--- config.mk ---
export PLATFORM = sky130hd
export DESIGN_NAME = delay_pipe
export DESIGN_NICKNAME = d
export VERILOG_FILES = /design/src/rtl/delay_pipe.sv
export SDC_FILE = /design/constraint.sdc
export NUM_CORES = 1
export LEC_CHECK = 0
export BUFFER_PORTS_ARGS = -buffer_cell sky130_fd_sc_hd__buf_2
export CORE_MARGIN = 1.5
export CORE_UTILIZATION = 40
export DETAILED_ROUTE_END_ITERATION = 8
export GPL_ROUTABILITY_DRIVEN = 1
export REMOVE_ABC_BUFFERS = 1
export SLEW_MARGIN = 20
export SYNTH_ARGS = -nofsm -noshare
export SYNTH_HDL_FRONTEND = slang
export SYNTH_SLANG_ARGS = --single-unit
--- constraint.sdc ---
create_clock -name CLK -period 2.3 [get_ports CLK]
set_input_delay 0.46 -clock CLK [delete_from_list [all_inputs] [get_ports CLK]]
set_output_delay 0.46 -clock CLK [all_outputs]
set_load 0.01 [all_outputs]
--- src/rtl/delay_pipe.sv ---
// delay_pipe: DEPTH-stage registered delay line with per-stage valid bits and a registered occupancy count.
// Define DELAY_PIPE_ASSERT_EN to compile in the latency / occupancy checker; ports and function are unchanged.
module delay_pipe #(
  parameter int              WIDTH = 8,
  parameter int              DEPTH = 4,
  parameter logic [WIDTH-1:0] INIT = '0
) (
  input  logic                       CLK,
  input  logic                       RESET,
  input  logic                       CE,
  input  logic                       FLUSH,
  input  logic                       I_VALID,
  input  logic [WIDTH-1:0]           I,
  output logic                       O_VALID,
  output logic [WIDTH-1:0]           O,
  output logic [$clog2(DEPTH+1)-1:0] OCC
);

  localparam int OCC_W = $clog2(DEPTH + 1);

  logic [WIDTH-1:0] data_q [DEPTH];
  logic [DEPTH-1:0] valid_q;
  logic [OCC_W-1:0] occ_q;

  // Data follows CE alone; FLUSH only touches the valid bits and the count.
  always_ff @(posedge CLK) begin
    if (RESET) begin
      for (int k = 0; k < DEPTH; k++) data_q[k] <= INIT;
      valid_q <= '0;
      occ_q   <= '0;
    end else begin
      if (CE) begin
        data_q[0] <= I;
        for (int k = 1; k < DEPTH; k++) data_q[k] <= data_q[k-1];
      end
      if (FLUSH) begin
        valid_q <= '0;
        occ_q   <= '0;
      end else if (CE) begin
        valid_q[0] <= I_VALID;
        for (int k = 1; k < DEPTH; k++) valid_q[k] <= valid_q[k-1];
        occ_q <= occ_q + OCC_W'(I_VALID) - OCC_W'(valid_q[DEPTH-1]);
      end
    end
  end

  assign O       = data_q[DEPTH-1];
  assign O_VALID = valid_q[DEPTH-1];
  assign OCC     = occ_q;

`ifdef DELAY_PIPE_ASSERT_EN
  // Bit k set: the edge k+1 cycles ago was a clean advance (CE high, no flush, no reset).
  logic [DEPTH-1:0] adv_hist_q;

  always_ff @(posedge CLK) begin
    if (RESET) begin
      adv_hist_q <= '0;
    end else begin
      adv_hist_q[0] <= CE && !FLUSH;
      for (int k = 1; k < DEPTH; k++) adv_hist_q[k] <= adv_hist_q[k-1];
    end
  end

  a_latency: assert property (@(posedge CLK) disable iff (RESET || FLUSH)
    (&adv_hist_q && $past(I_VALID, DEPTH)) |-> (O_VALID && O == $past(I, DEPTH)));

  a_occ_max: assert property (@(posedge CLK) disable iff (RESET)
    OCC <= OCC_W'(DEPTH));
`endif

endmodule

==> PnR_summary.wiki <==
{| class="wikitable"
! Metric !! Value
|-
| TritonCTS Buffers || 5
|-
| Post-route worst hold slack || 0.453 ns
|-
| Post-Synthesis Mean Instance Area || 14.8 sq um
|-
| Proportion of layout cells with a drive suffix above 1 || 24.8%
|-
| Number of warnings printed during yosys synthesis || 0
|-
| Arrival time at the worst endpoint || 2.00 ns
|-
| Slew @ Worst Pin || 0.705 ns
|-
| Library cell appearing most often on the critical path || sky130_fd_sc_hd__inv_1
|-
| Number of global-route vias before repair || 699
|-
| Number of violations reported at the end of detailed-routing iteration 0 || 28
|-
| Total wire length after detailed routing || 1670 um
|-
| Comb pwr share || 5.1%
|-
| Status || finished clean
|-
| Clk network pwr share || 35.1%
|-
| Cell breakdown of the critical path || inv_1, ha_1, inv_1, ha_1, inv_1, fa_1, xor2_1, a211oi_1, a31o_1
|-
| Number of setup buffers added after CTS || 0
|-
| Highest fanout seen on the critical path || 3
|-
| Antenna Cells || 0
|-
| Cell count after synthesis || 102
|-
| Initial core utilization || 41.6%
|-
| CP Class || reg -> reg
|-
| Pin count of the biggest net entering global routing || 33
|-
| Total gr overflow || 0
|-
| Floorplan core area || 0.00363 sq mm
|-
| Die area || 0.00416 sq mm
|-
| Buffers and inverters on the worst path || 3
|-
| Achievable Freq || 548 MHz
|-
| Sequential element share of the synthesized area || 72.8%
|-
| Gate family responsible for the most delay along the worst path || adder cells
|-
| Setup crit end kind || flip-flop
|-
| Clock transition at the registers of the reported paths || 0.06 ns
|-
| Hold/Removal Path Class || in -> reg
|-
| Half-perimeter wire length of the detailed placement result || 1060 um
|-
| Hold_sp || I[1]
|-
| Number of detailed-routing iterations run before antenna repair || 4
|-
| Cell variety after synth || 16
|-
| Gp weighted congestion || 0.671
|-
| Unrepaired setup endpoints after global routing || false
|-
| Power per unit of standard cell area || 769 mW/mm^2
|-
| Layout area overhead || 17.1%
|-
| Routed wirelength normalized by instance count || 9.44 um
|-
| Layout fillers || 333
|-
| Worst path max stage delay || 0.36 ns
|-
| Final clock period utilization by the worst path || 79.4%
|-
| CTS tree || yes
|-
| Maximum clock insertion buffer count || 2
|-
| Cell Int Power || 1.11 mW
|-
| Setup TNS || 0 ns
|-
| Cell area after synthesis || 0.00151 sq mm
|-
| Number of vias in the routed layout || 761
|-
| Switching power total || 0.252 mW
|-
| Initial antenna violation count || 0
|-
| Required time of the worst setup path || 2.47 ns
|-
| Num ports || 25
|-
| Switching Share || 18.5%
|-
| Remaining antenna violation count || 0
|-
| Mean number of vias per cell || 4.30
|-
| Critical path launch point || OCC[0]
|-
| Post-CTS Hold Buffers || 0
|-
| Final Hold Vio Count || 0
|-
| Cell Rows || 22
|-
| Reported max-cap violation count || 0
|-
| Leakage power of the design || 0.754 nW
|-
| Final count of negative-setup-slack endpoints || 0
|-
| Global-route wire length before repair || 2860 um
|-
| Startpoint class of the critical path || flip-flop
|-
| Clock Skews || 0.00320 ns
|-
| Layout Nets || 144
|-
| Die span in y || 64.5 um
|-
| Clock sink count || 39
|-
| CTS H-tree depth || 2
|-
| Register bit total from synthesis || 39
|-
| Master of the slowest instance on the critical path || sky130_fd_sc_hd__fa_1
|-
| Minimum period implied by the final worst setup slack || 1.83 ns
|-
| Residual DRC count || 0
|-
| Clock tree root buffer cell || sky130_fd_sc_hd__clkbuf_8
|-
| Worst-case vdd ir drop || 400 uV
|-
| Sequential power share || 59.8%
|-
| Clock network latency to the later pin of the worst-skew pair || 0.28 ns
|-
| Critical register-to-register path startpoint || OCC[0]
|-
| Post-CTS Resized || 0
|-
| Slew Limit Fails || 0
|-
| IO Port Bufs || 24
|-
| Normalized max-slew margin || 53.0%
|-
| Die boundary width || 64.5 um
|-
| GRT Overall Usage || 9.56%
|}
[area by class of cell]
cell class | instances | area, sq um | area share (%)
sequential | 39 | 1100 | 62.2
multi-input combinational | 54 | 374 | 21.1
timing repair buffer | 24 | 120 | 6.78
clock buffer | 8 | 100 | 5.65
tap | 48 | 60.1 | 3.39
inverter | 4 | 15.0 | 0.848
[power by group through the flow]
stage | sequential [mW] | combinational [mW] | clock (mW)
floorplan | 0.835 | 0.0349 | 0
detailed placement | 0.831 | 0.0708 | 0
global placement | 0.829 | 0.0687 | 0
finish | 0.815 | 0.0688 | 0.478
global route | 0.819 | 0.0783 | 0.533
CTS | 0.815 | 0.0708 | 0.496
[layer usage]
layer	up-vias	GRT usage, %	wire (um)
met5	-	0	0
met2	23	16.0	867
met4	0	5.59	20
li1	396	-	-
met1	340	8.91	661
met3	2	5.73	121
[through the flow]
| stage | cells | cell area (sq um) | power (mW) | utilization [%] | setup slack [ns] |
|---|---|---|---|---|---|
| floorplan | 97 | 1490 | 0.870 | - | 0.495 |
| global placement | 169 | 1670 | 0.898 | 46.0 | 0.531 |
| detailed placement | 169 | 1670 | 0.901 | 46.0 | 0.463 |
| CTS | 177 | 1770 | 1.38 | 48.7 | 0.453 |
| global route | 177 | 1770 | 1.43 | 48.7 | 0.365 |
| finish | 177 | 1770 | 1.36 | 48.7 | 0.474 |
[final timing paths]
check	slack [ns]	to	cells past startpoint
worst min-delay path	0.45	data_q[0][1]	2
worst max register to register	0.47	OCC[2]	9
worst min register to register	0.51	data_q[2][5]	1
worst max-delay path	0.47	OCC[2]	9
[cell usage after synthesis]
master | n | area share, %
sky130_fd_sc_hd__and2_1 | 32 | 13
sky130_fd_sc_hd__inv_1 | 4 | 0.99
sky130_fd_sc_hd__or2_0 | 1 | 0.41
sky130_fd_sc_hd__and2b_1 | 1 | 0.50
sky130_fd_sc_hd__dfxtp_1 | 7 | 9.3
sky130_fd_sc_hd__fa_1 | 1 | 1.3
sky130_fd_sc_hd__mux2i_1 | 5 | 3.3
sky130_fd_sc_hd__a211oi_1 | 2 | 0.99
sky130_fd_sc_hd__edfxtp_1 | 32 | 64
sky130_fd_sc_hd__buf_2 | 2 | 0.66
sky130_fd_sc_hd__ha_1 | 2 | 1.7
sky130_fd_sc_hd__clkbuf_1 | 3 | 0.74
sky130_fd_sc_hd__a31o_1 | 1 | 0.58
sky130_fd_sc_hd__nor2_1 | 7 | 1.7
sky130_fd_sc_hd__xor2_1 | 1 | 0.58
sky130_fd_sc_hd__or2_2 | 1 | 0.41
[flip-flops by register name, summed over array words and instances (netlist names)]
signal / count
data_q: 32
valid_q: 4
OCC: 3
[worst register-to-register path, stage by stage (launching register included)]
cell,delay [ns]
sky130_fd_sc_hd__dfxtp_1,0.35
sky130_fd_sc_hd__inv_1,0.05
sky130_fd_sc_hd__ha_1,0.26
sky130_fd_sc_hd__inv_1,0.06
sky130_fd_sc_hd__ha_1,0.13
sky130_fd_sc_hd__inv_1,0.05
sky130_fd_sc_hd__fa_1,0.36
sky130_fd_sc_hd__xor2_1,0.18
sky130_fd_sc_hd__a211oi_1,0.09
sky130_fd_sc_hd__a31o_1,0.20
[cell families after synthesis]
family,after synthesis,share of synthesized area [%]
AND/OR/NAND/NOR,42,16.3
flip-flops,39,72.8
adder cells (fa/ha/maj),3,2.98
AO/OA/AOI/OAI,3,1.57
buffers and inverters,9,2.40
multiplexers,5,3.31
XOR/XNOR,1,0.580
[placed cells by master, fill, tap and decap left out, drive strengths merged]
cell type and count:
nor2 7, mux2i 5, buf 24, edfxtp 32, or2 2, a211oi 2, clkbuf 8, and2b 1
a31o 1, inv 4, and2 32, fa 1, ha 2, xor2 1, dfxtp 7
Power figures use the tool's default switching activity.
